`config.mk`:
```
export PLATFORM = sky130hd
export DESIGN_NAME = shift_serializer_flat
export DESIGN_NICKNAME = d
export VERILOG_FILES = /design/src/rtl/shift_serializer_if.sv /design/src/rtl/shift_serializer.sv /design/src/flat_wrapper.sv
export SDC_FILE = /design/constraint.sdc
export NUM_CORES = 1
export LEC_CHECK = 0
export CAP_MARGIN = 20
export CORE_ASPECT_RATIO = 1.1
export CORE_MARGIN = 5
export CORE_UTILIZATION = 45
export DETAILED_ROUTE_END_ITERATION = 10
export PLACE_DENSITY = 0.85
export SYNTH_ARGS = -nofsm -noshare
export SYNTH_HDL_FRONTEND = slang
export SYNTH_SLANG_ARGS = --single-unit
export TNS_END_PERCENT = 50
```
`constraint.sdc`:
```
create_clock -name clk -period 3.1 [get_ports clk]
set_input_delay 0.31 -clock clk [delete_from_list [all_inputs] [get_ports clk]]
set_output_delay 0.31 -clock clk [all_outputs]
set_load 0.005 [all_outputs]
```
`src/rtl/shift_serializer_if.sv`:
```
// Handshake and serial-link signals between a word source, the serializer and
// the 4-bit bidirectional shift register it feeds.
interface shift_serializer_if #(
  parameter int WIDTH = 4
);
  logic             load;
  logic [WIDTH-1:0] data;
  logic             dir;
  logic             stall;
  logic             serout;
  logic             modeout;
  logic             shiften;
  logic             ready;
  logic             busy;
  logic             done;

  modport master (
    output load, data, dir, stall,
    input  serout, modeout, shiften, ready, busy, done
  );

  modport slave (
    input  load, data, dir, stall,
    output serout, modeout, shiften, ready, busy, done
  );
endinterface

```
`src/rtl/shift_serializer.sv`:
```
// Parallel-in, serial-out transmitter: sends a WIDTH-bit word one bit per clock,
// ordered so the downstream shift register ends with out1..outN = data[WIDTH-1..0].
module shift_serializer #(
  parameter int WIDTH = 4,
  parameter int CW    = 3
) (
  input logic            clk,
  input logic            rst_n,
  shift_serializer_if.slave bus
);

  typedef enum logic [1:0] {
    IDLE  = 2'd0,
    SHIFT = 2'd1,
    DONE  = 2'd2
  } state_t;

  state_t           state;
  state_t           state_next;
  logic [WIDTH-1:0] shreg;
  logic [CW-1:0]    cnt;
  logic             ser_q;
  logic             mode_q;
  logic             accept;
  logic             advance;
  logic             last;

  assign accept  = (state == IDLE) && bus.load;
  assign advance = (state == SHIFT) && !bus.stall;
  assign last    = advance && (cnt == '0);

  always_ff @(posedge clk or negedge rst_n) begin
    if (!rst_n) begin
      state <= IDLE;
    end else begin
      state <= state_next;
    end
  end

  always_comb begin
    state_next = state;
    case (state)
      IDLE:    if (accept) state_next = SHIFT;
      SHIFT:   if (last)   state_next = DONE;
      DONE:    state_next = IDLE;
      default: state_next = IDLE;
    endcase
  end

  // The first bit is pulled out at the accepting edge, so shreg only ever holds
  // the bits still to be sent and ser_q is valid in the very next cycle.
  always_ff @(posedge clk or negedge rst_n) begin
    if (!rst_n) begin
      shreg  <= '0;
      cnt    <= '0;
      ser_q  <= 1'b0;
      mode_q <= 1'b0;
    end else if (accept) begin
      mode_q <= bus.dir;
      cnt    <= CW'(WIDTH - 1);
      if (bus.dir) begin
        ser_q <= bus.data[0];
        shreg <= bus.data >> 1;
      end else begin
        ser_q <= bus.data[WIDTH-1];
        shreg <= bus.data << 1;
      end
    end else if (last) begin
      ser_q <= 1'b0;
    end else if (advance) begin
      cnt <= cnt - 1'b1;
      if (mode_q) begin
        ser_q <= shreg[0];
        shreg <= shreg >> 1;
      end else begin
        ser_q <= shreg[WIDTH-1];
        shreg <= shreg << 1;
      end
    end
  end

  assign bus.serout  = ser_q;
  assign bus.modeout = mode_q;
  assign bus.shiften = advance;
  assign bus.ready   = (state == IDLE);
  assign bus.busy    = (state == SHIFT);
  assign bus.done    = (state == DONE);

endmodule

```
`src/flat_wrapper.sv`:
```
// flat-port wrapper written by rule: the top's interface ports become plain ports
module shift_serializer_flat 
#(
  parameter int WIDTH = 4,
  parameter int CW    = 3
)
  (clk, rst_n, bus_load, bus_data, bus_dir, bus_stall, bus_serout, bus_modeout, bus_shiften, bus_ready, bus_busy, bus_done);
  shift_serializer_if #(.WIDTH(WIDTH)) bus_i ();
  input logic clk;
  input logic rst_n;
  input wire logic [$bits(bus_i.load)-1:0] bus_load;
  input wire logic [$bits(bus_i.data)-1:0] bus_data;
  input wire logic [$bits(bus_i.dir)-1:0] bus_dir;
  input wire logic [$bits(bus_i.stall)-1:0] bus_stall;
  output wire logic [$bits(bus_i.serout)-1:0] bus_serout;
  output wire logic [$bits(bus_i.modeout)-1:0] bus_modeout;
  output wire logic [$bits(bus_i.shiften)-1:0] bus_shiften;
  output wire logic [$bits(bus_i.ready)-1:0] bus_ready;
  output wire logic [$bits(bus_i.busy)-1:0] bus_busy;
  output wire logic [$bits(bus_i.done)-1:0] bus_done;
  assign bus_i.load = bus_load;
  assign bus_i.data = bus_data;
  assign bus_i.dir = bus_dir;
  assign bus_i.stall = bus_stall;
  assign bus_serout = bus_i.serout;
  assign bus_modeout = bus_i.modeout;
  assign bus_shiften = bus_i.shiften;
  assign bus_ready = bus_i.ready;
  assign bus_busy = bus_i.busy;
  assign bus_done = bus_i.done;
  shift_serializer #(.WIDTH(WIDTH), .CW(CW)) u_core (.clk(clk), .rst_n(rst_n), .bus(bus_i));
endmodule
```
== After elaboration in Yosys (flattened, before gate mapping) ==
Index checks and enable logic that the tools add are counted.

* Register bits: 11
* Bits in latches: 0
* RAM bits: 0
* Bits in read-only memories: 0
* Input bits: 9
* Output and inout port bits: 6
* Logic and storage cells: 37
* Memories kept: 0

* Add/subtract/negate cells: 1
* Multipliers: 0
* Div/mod/pow operators: 0
* Magnitude comparators: 0
* Eq/ne operators: 5
* Shift-type cells: 0
* Mux-type cells: 16
* Bitwise gates (word level): 0
* Reductions and logical operators: 10

{| class="wikitable"
|+ Operators with widths
! operator !! count
|-
| $mux W4 || 5
|-
| $mux W3 || 3
|-
| $ne A2 B1 Y1 const B || 3
|-
| $mux W1 || 5
|-
| $mux W2 || 2
|-
| $pmux W2 S2 || 1
|-
| $reduce_and A2 Y1 || 2
|-
| $logic_and A1 B1 Y1 || 3
|-
| $logic_not A3 Y1 || 1
|-
| $reduce_bool A3 Y1 || 1
|-
| $sub A3 B1 Y3 const B || 1
|-
| $eq A2 B1 Y1 const B || 1
|-
| $eq A2 B2 Y1 const B || 1
|-
| $logic_not A2 Y1 || 1
|-
| $reduce_bool A2 Y1 || 1
|-
| $logic_not A1 Y1 || 1
|}

== Depth between registers and ports, before layout ==
Gate-level depths: netlist of run 1.

* Depth after elaboration: 5
* Depth in mapped cells: 6
* Gate-level depth less buffers: 6

== Least setup slack after synthesis of run 1 ==
OpenSTA, ideal clock, no wires.

* Path kind: register -> register
* From: register u_core.cnt[0]
* To: register u_core.shreg[0]
* Setup time: 0.125 ns
* Arrival: 1.642 ns
* Data required time: 2.975 ns
* Slack: 1.333 ns
* Cell stages (with the launch flop): 7
* Buffers on the path: 0
* Period minus slack after synthesis: 1.767 ns
* Cells stage by stage: dfrtp_1 > inv_1 > ha_1 > ha_1 > or3b_1 > a21oi_1 > mux2_2

* Cells in the longest elaborated chain, start to end: 4

{| class="wikitable"
|+ RTL lines
! element !! line !! source
|-
| start, declared || shift_serializer.sv:21 || <nowiki>logic [CW-1:0] cnt;</nowiki>
|-
| start signal, assigned || shift_serializer.sv:60 || <nowiki>cnt <= CW'(WIDTH - 1);</nowiki>
|-
| start signal, assigned || shift_serializer.sv:71 || <nowiki>cnt <= cnt - 1'b1;</nowiki>
|-
| $logic_not A3 Y1 || shift_serializer.sv:30 || <nowiki>assign last = advance && (cnt == '0);</nowiki>
|-
| $logic_and A1 B1 Y1 || shift_serializer.sv:30 ||
|-
| $ne A2 B1 Y1 (no line) || n/a ||
|-
| $reduce_and A2 Y1 (no line) || n/a ||
|-
| end signal, assigned || shift_serializer.sv:63 || <nowiki>shreg <= bus.data >> 1;</nowiki>
|-
| end signal, assigned || shift_serializer.sv:66 || <nowiki>shreg <= bus.data << 1;</nowiki>
|-
| end signal, assigned || shift_serializer.sv:74 || <nowiki>shreg <= shreg >> 1;</nowiki>
|-
| end, declared || shift_serializer.sv:20 || <nowiki>logic [WIDTH-1:0] shreg;</nowiki>
|}

Every way passes these cells.
A chain may end at the register's enable or synchronous reset.

== Final worst setup path of run 1 ==
* From: input port bus_stall
* To: output port bus_shiften

* Cells in the longest elaborated chain, start to end: 2

{| class="wikitable"
|+ RTL lines
! element !! line !! source
|-
| start, declared || flat_wrapper.sv:14 || <nowiki>input wire logic [$bits(bus_i.stall)-1:0] bus_stall;</nowiki>
|-
| $logic_not A1 Y1 || shift_serializer.sv:29 || <nowiki>assign advance = (state == SHIFT) && !bus.stall;</nowiki>
|-
| $logic_and A1 B1 Y1 || shift_serializer.sv:29 ||
|-
| end, declared || flat_wrapper.sv:17 || <nowiki>output wire logic [$bits(bus_i.shiften)-1:0] bus_shiften;</nowiki>
|}

Every way passes these cells.

==> metrics.md, run 1 <==
| Metric | Value |
|---|---|
| RePlAce Congestion | `0.7712` |
| Final hold vios | `0` |
| Cts bufs inserted | `3` |
| Clock latency on the worst-skew pair | `0.26 ns` |
| Hold Crit Class | `in2async` |
| Critical Path End | `bus_shiften` |
| Buffers on Ports | `14` |
| Final setup skew | `0.005471 ns` |
| Total wire length | `1.209 mm` |
| TritonRoute pass-1 iters | `4` |
| Synth cell count leaders | `dfrtp_1, nand2_1, mux2_2` |
| Mapped Cells | `64` |
| Crit path kind | `in2out` |
| Placed cells | `92` |
| Peak fanout along the critical path | `4` |
| Largest net degree at the start of global routing | `12` |
| Power Density | `809.6 nW/um^2` |
| Switching Fraction | `33.77%` |
| Drt first-iter violations | `7` |
| Antenna viol nets, final | `0` |
| Count leader, synth | `dfrtp_1` |
| I/O pins | `15` |
| Internal | `445.5 uW` |
| Final period util | `61.25%` |
| Worst-margin pin slew | `0.6929 ns` |
| DR vias | `496` |
| Yosys top cell by area | `dfrtp_1` |
| Syn. warnings | `0` |
| Status | `finished, final reports clean` |
| Number of remaining DRC errors | `0` |
| Layout cell share with drive strength beyond 1 | `13.75%` |
| Starting Density | `47.74%` |
| Final setup viols | `0` |
| Worst Setup Start Kind | `input pin` |
| Via density | `5.167` |
| Most used cell, CP | `clkdlybuf4s50_1` |
| Number of setup buffers added after CTS | `0` |
| Post-synth top flop | `dfrtp_1` |
| Max-cap violations | `0` |
| Reg2reg path depth | `6` |
| Synth area leaders | `dfrtp_1, mux2_2, mux2i_1` |
| Die H | `50.19 um` |
| Hold-fix buffers, CTS | `0` |
| CP endpoint kind | `primary output` |
| Unrepaired setup endpoints after global routing | `no` |
| Ant diodes | `0` |
| Slowest CP cell | `clkdlybuf4s50_1` |
| CP startpoint | `bus_stall` |
| Cell leakage power | `0.3755 nW` |
| Initial antenna violation count | `0` |
| Reg-to-reg critical path startpoint | `u_core.cnt[0]$_DFFE_PN0P_` |
| Clk buf depth | `2` |
| First-pass GRT wire length | `2.056 mm` |
| Die X | `46.53 um` |
| Switching power | `227.2 uW` |
| Async set-or-reset flop fraction in the synthesized netlist | `100.0%` |
| Core Box Area | `1384 um^2` |
| Syn Nets | `75` |
| Relative slew slack | `53.71%` |
| Die area | `2335 um^2` |
| Layout Cells excl Fill | `96` |
| Sequential share of power | `38.6%` |
| Post-synth top area share | `41.67%` |
| Worst vdd ir | `0.0003816 V` |
| Post-DR wirelength/cell | `12.59 um` |
| Flop2flop setup slack | `1.21 ns` |
| CP max stage delay | `0.54 ns` |
| Fin util | `60.04%` |
| H-tree levels | `1` |
| Post-synthesis cell type count | `22` |
| Row cnt | `14` |
| Sequential share of the synthesized area | `41.67%` |
| EDFF count, synth | `0` |
| Crit path cell chain | `clkdlybuf4s50_1 > nor3b_1 > clkdlybuf4s50_1` |
| Clock slew at reported path FFs | `0.07 ns` |
| Capturing point of the worst reg2reg path | `u_core.shreg[3]$_DFFE_PN0P_` |
| Filler Cell Count | `128` |
| Number of global-route vias before repair | `514` |
| Fmax | `526.6 MHz` |
| Global Route Usage Sum | `11.97%` |
| Part of the power in combinational logic | `47.5%` |
| Area growth syn-to-layout | `25.76%` |
| Mapped cell area | `660.6 um^2` |
| WP data required | `2.79 ns` |
| #FFs+latches synth | `11` |
| CTS-repair resized insts | `0` |
| CTS tree | `yes` |
| Clock share of power | `13.9%` |
| Max Transition Viols Final | `0` |
| Nets | `92` |
| Mean Syn Cell Area | `10.32 um^2` |
| GR Overflow Total | `0` |
| Min Tclk post-route | `1.899 ns` |
| Root Buffer | `clkbuf_4` |
| CP Data Arrival Time | `1.59 ns` |
| CTS Sinks | `11` |
| DP Wirelength | `967.6 um` |
| Setup tns final | `0 ns` |
-- metrics by stage --
step / power (mW) / cell area, um^2 / hold slack [ns] / worst slack [ns]
2_1_floorplan: 0.4723 / 660.6 / 0.01441 / 1.333
5_1_grt: 0.7334 / 830.8 / 0.4156 / 1.077
6_report: 0.6727 / 830.8 / 0.3923 / 1.201
3_3_place_gp: 0.5739 / 804.5 / 0.5043 / 1.215
4_1_cts: 0.6824 / 830.8 / 0.3889 / 1.194
3_5_place_dp: 0.5857 / 804.5 / 0.5143 / 1.170
-- cell type report --
cell class,instances,area [um^2],share of cell area [%]
multi-input combinational,47,354.1,42.62
sequential,11,275.3,33.13
timing repair buffer,14,140.1,16.87
clock buffer,4,26.28,3.163
tap,16,20.02,2.410
inverter,4,15.01,1.807
-- worst min path at each step --
stage / start / cells past startpoint / slack, ns / to
after CTS: rst_n / 1 / 0.39 / u_core.cnt[1]$_DFFE_PN0P_
final: rst_n / 1 / 0.39 / u_core.cnt[2]$_DFFE_PN0P_
after detailed placement: u_core.cnt[0]$_DFFE_PN0P_ / 2 / 0.51 / u_core.cnt[0]$_DFFE_PN0P_
after global placement: u_core.cnt[0]$_DFFE_PN0P_ / 2 / 0.50 / u_core.cnt[0]$_DFFE_PN0P_
after floorplan: rst_n / 0 / 0.01 / u_core.bus.modeout$_DFFE_PN0N_
after global routing: rst_n / 1 / 0.42 / u_core.cnt[2]$_DFFE_PN0P_
-- routing by layer --
metal / up-vias / global-route usage (%) / part of all wire [%]
met5: - / 0 / 0
met4: 0 / 4.265 / 0.66
met3: 2 / 3.214 / 7.1
met2: 20 / 20.41 / 49
met1: 220 / 13.93 / 43
li1: 254 / - / -
-- logic make-up (layout without fill, tap and decap cells) --
group                    Yosys count  count (layout)  synth area share (%)
adder cells (fa/ha/maj)            2               2                 3.787
flip-flops                        11              11                 41.67
XOR/XNOR                           1               1                 1.326
buffers and inverters              6              22                 4.733
multiplexers                      11              11                 17.99
AO/OA/AOI/OAI                      9               9                 8.144
AND/OR/NAND/NOR                   24              24                 22.35
-- worst max-delay path, delay by kind of cell --
family,cells,cell delay [ns]
buffers and inverters,2,1.03
AND/OR/NAND/NOR,1,0.25
-- layout by cell type (no fill, tap or decap), types with 2 or more instances in the layout --
cell	netlist	routed
dfrtp_1	11	11
clkbuf_4	0	3
nor2_1	2	2
a211oi_1	2	2
inv_1	4	4
o21ai_0	2	2
mux2i_1	4	4
nand2_1	9	9
nor2b_1	2	2
mux2_2	7	7
ha_1	2	2
o21ai_1	2	2
nand2b_1	5	5
or3b_1	2	2
nor3b_1	2	2
clkdlybuf4s50_1	0	14
-- power groups by stage --
stage	logic [mW]	clock network (mW)	registers (mW)
final	0.320	0.0933	0.260
after global routing	0.355	0.105	0.273
after CTS	0.325	0.0975	0.260
after detailed placement	0.323	0	0.263
after global placement	0.313	0	0.261
after floorplan	0.224	0	0.248
-- registers in the layout (all words and copies together), names as in the netlist --
| name | cells |
|---|---|
| u_core.shreg | 4 |
| u_core.bus.serout | 1 |
| u_core.state | 2 |
| u_core.bus.modeout | 1 |
| u_core.cnt | 3 |
No activity file was read; power rests on OpenSTA's default activity.
==> inputs of run 2 (changes only) <==
--- a/config.mk
+++ b/config.mk
@@ -8,7 +8,7 @@
 export CAP_MARGIN = 20
 export CORE_ASPECT_RATIO = 1.1
 export CORE_MARGIN = 5
-export CORE_UTILIZATION = 45
+export CORE_UTILIZATION = 43
 export DETAILED_ROUTE_END_ITERATION = 10
 export PLACE_DENSITY = 0.85
 export SYNTH_ARGS = -nofsm -noshare
==> constraint.sdc (replaced) <==
create_clock -name clk -period 1.72 [get_ports clk]
set_input_delay 0.172 -clock clk [delete_from_list [all_inputs] [get_ports clk]]
set_output_delay 0.172 -clock clk [all_outputs]
set_load 0.005 [all_outputs]
==> run 2 against run 1 <==
  * The run now ends with setup timing left
  * Combinational power up 140%
  * Final cell count up 8.3%
  * Largest cell class unchanged
  * Core utilization up 5.8 points
  * Clock power grew 91%
  * Sequential share of layout area down 3.5 points
  * Critical path depth increased by 3
  * Highest routed layer unchanged
  * Flip-flop and latch count unchanged
  * Critical path type is now reg2reg
  * Non-clock buffer count rose by 8
==> metrics.md, run 2 (synthesis gave the netlist of run 1 again) <==
| Metric | Value |
|---|---|
| Status | `finished, violations left` |
| Failing checks | `setup timing` |
| Top Registers | `u_core.shreg x4, u_core.cnt x3, u_core.state x2` |
| Largest net degree at the start of global routing | `12 (unchanged)` |
| Final setup skew | `0.004647 ns (-0.0008243 ns)` |
| Met1 wire length | `578 um (+11%)` |
| Power Density | `1536 nW/um^2 (+90%)` |
| Area growth syn-to-layout | `41.48%` |
| Crit path cell chain | `inv_1 > ha_2 > ha_4 > or3b_4 > a21oi_4 > mux2_4` |
| Final hold vios | `0 (unchanged)` |
| Ant diodes | `0 (unchanged)` |
| Die X | `47.37 um (+1.8%)` |
| Clk buf depth | `2 (unchanged)` |
| CP max stage delay | `0.39 ns (-0.15 ns)` |
| Row cnt | `14 (unchanged)` |
| I/O pins | `15 (unchanged)` |
| CTS Sinks | `11 (unchanged)` |
| Fmax | `572.4 MHz` |
| Die H | `51.11 um (+1.8%)` |
| Die area | `2421 um^2 (+3.7%)` |
| Number of remaining DRC errors | `0 (unchanged)` |
| Most frequent cells in the layout | `clkdlybuf4s50_1, dfrtp_1, nand2_1` |
| Layout cell share with drive strength beyond 1 | `29.55% (+16 points)` |
| Slowest CP cell | `or3b_4` |
| Relative slew slack | `66.88% (+13 points)` |
| Unrepaired setup endpoints after global routing | `yes` |
| CP endpoint kind | `flip-flop` |
| Drt first-iter violations | `4 (-3)` |
| Worst Setup Start Kind | `flip-flop` |
| H-tree levels | `1 (unchanged)` |
| Via density | `5.308 (+2.7%)` |
| Starting Density | `46.56% (-1.2 points)` |
| Crit path kind | `reg2reg` |
| GR Overflow Total | `0 (unchanged)` |
| Max-cap violations | `0 (unchanged)` |
| Worst-margin pin slew | `0.4952 ns (-0.1977 ns)` |
| Core Box Area | `1419 um^2 (+2.5%)` |
| Clock latency on the worst-skew pair | `0.27 ns (about the same)` |
| Final setup viols | `2 (+2)` |
| Top sig layer | `met4` |
| Tot Pwr | `1.435 mW (+110%)` |
| CTS tree | `yes` |
| Max reg flops | `4 (unchanged)` |
| Placed Area | `868.3 um^2 (+7.9%)` |
| RePlAce Congestion | `0.7329 (-5.0%)` |
| Placed cells | `97 (+5.4%)` |
| Number of global-route vias before repair | `573 (+11%)` |
| TritonRoute pass-1 iters | `4 (unchanged)` |
| Cell leakage power | `0.4223 nW (+12%)` |
| Min Tclk post-route | `1.747 ns` |
| Global Route Usage Sum | `15.02% (+3.1 points)` |
| Peak fanout along the critical path | `3 (-1)` |
| Most flops, register | `u_core.shreg` |
| Worst vdd ir | `0.0009693 V (+150%)` |
| Root Buffer | `clkbuf_4` |
| DR vias | `552 (+11%)` |
| Final period util | `101.6%` |
| Total wire length | `1.476 mm (+22%)` |
| Nets | `100 (+8.7%)` |
| Initial antenna violation count | `0 (unchanged)` |
| Layout Cells excl Fill | `104 (+8.3%)` |
| CP Data Arrival Time | `1.91 ns (+0.32 ns)` |
| First-pass GRT wire length | `2.511 mm (+22%)` |
| WL met3 | `58 um (-33%)` |
| Buffers on Ports | `14 (unchanged)` |
| Antenna viol nets, final | `0 (unchanged)` |
| Max Transition Viols Final | `0 (unchanged)` |
| DP Wirelength | `1.104 mm (+14%)` |
| Met2 wire length | `818 um (+38%)` |
| Post-DR wirelength/cell | `14.19 um (+13%)` |
| Fin area | `934.6 um^2 (+12%)` |
| Clock slew at reported path FFs | `0.07 ns (about the same)` |
| WP data required | `1.88 ns (-0.91 ns)` |
| Cts bufs inserted | `3 (unchanged)` |
| Leading cell type in the layout, fill and taps excluded | `clkdlybuf4s50_1` |
| Final worst setup slack | `-0.02715 ns (-1.228 ns)` |
| Hold Crit Class | `in2async` |
## run 2: cell count changes in the layout (fill, tap and decap cells not counted), sizes merged
cell / before / now
buf: 0 / 8
clkinv: 0 / 1
clkbuf: 4 / 3
## run 2: stage by stage
step           setup WS [ns]  util [%]    TNS, ns  hold WS [ns]
2_1_floorplan      -0.001592         -  -0.003184       -0.1236
3_3_place_gp        -0.01468     61.20   -0.02933        0.5241
3_5_place_dp        -0.06062     61.20    -0.1192        0.5308
4_1_cts             -0.02609     64.81   -0.05030        0.2278
5_1_grt              -0.1012     65.87    -0.2472        0.2570
6_report            -0.02715     65.87   -0.05215        0.2250
## run 2: report_power, final
| part | switching (mW) | internal, mW |
|---|---|---|
| Combinational | 0.296 | 0.484 |
| Clock | 0.0915 | 0.0863 |
| Sequential | 0.106 | 0.372 |
| Total | 0.493 | 0.943 |
## run 2: final timing paths
path	from	endpoint	slack [ns]	depth (start not counted)
min reg2reg	u_core.shreg[0]$_DFFE_PN0P_	u_core.shreg[0]$_DFFE_PN0P_	0.55	1
max in group asynchronous	rst_n	u_core.state[1]$_DFFE_PN0P_	1.13	1
max reg2reg	u_core.cnt[0]$_DFFE_PN0P_	u_core.shreg[3]$_DFFE_PN0P_	-0.03	6
max	u_core.cnt[0]$_DFFE_PN0P_	u_core.shreg[3]$_DFFE_PN0P_	-0.03	6
min	rst_n	u_core.cnt[1]$_DFFE_PN0P_	0.23	1
min in group clk	u_core.shreg[0]$_DFFE_PN0P_	u_core.shreg[0]$_DFFE_PN0P_	0.55	1
## run 2: what timing repair did
action | 4_1_cts | 5_1_grt
pin swaps | 4 | 1
endpoints found under the setup margin | 3 | 9
buffers inserted | 1 | 2
gates resized for setup | 4 | 0
hold buffers | 0 | 0
## run 2: metal layers
layer | up-vias | GRT usage, %
li1 | 270 | -
met1 | 272 | 16.70
met2 | 6 | 24.78
met3 | 4 | 6.316
met4 | 0 | 5.530
met5 | - | 0
## run 2: critical path: cells and delay by family (launching register included)
kind | cells | cell delay (ns)
buf+inv | 1 | 0.05
simple gates | 1 | 0.39
mux | 1 | 0.31
compound gates | 1 | 0.17
fa+ha+maj | 2 | 0.36
flops | 1 | 0.36
## run 2: cell type report
| class | count | area (um^2) |
|---|---|---|
| fillers | 113 | 484.2 |
| multi-input cells | 47 | 395.4 |
| flip-flops and latches | 11 | 276.5 |
| repair buffers | 22 | 200.2 |
| clock buffers | 3 | 22.52 |
| well taps | 16 | 20.02 |
| inverters | 4 | 15.01 |
| clock inverters | 1 | 5.005 |
==> inputs of run 3 (changes only) <==
--- a/config.mk
+++ b/config.mk
@@ -11,6 +11,7 @@
 export CORE_UTILIZATION = 43
 export DETAILED_ROUTE_END_ITERATION = 10
 export PLACE_DENSITY = 0.85
+export SLEW_MARGIN = 20
 export SYNTH_ARGS = -nofsm -noshare
 export SYNTH_HDL_FRONTEND = slang
 export SYNTH_SLANG_ARGS = --single-unit
==> results of run 3 <==
No change in the layout: final DEF, timing and power equal those of run 2.
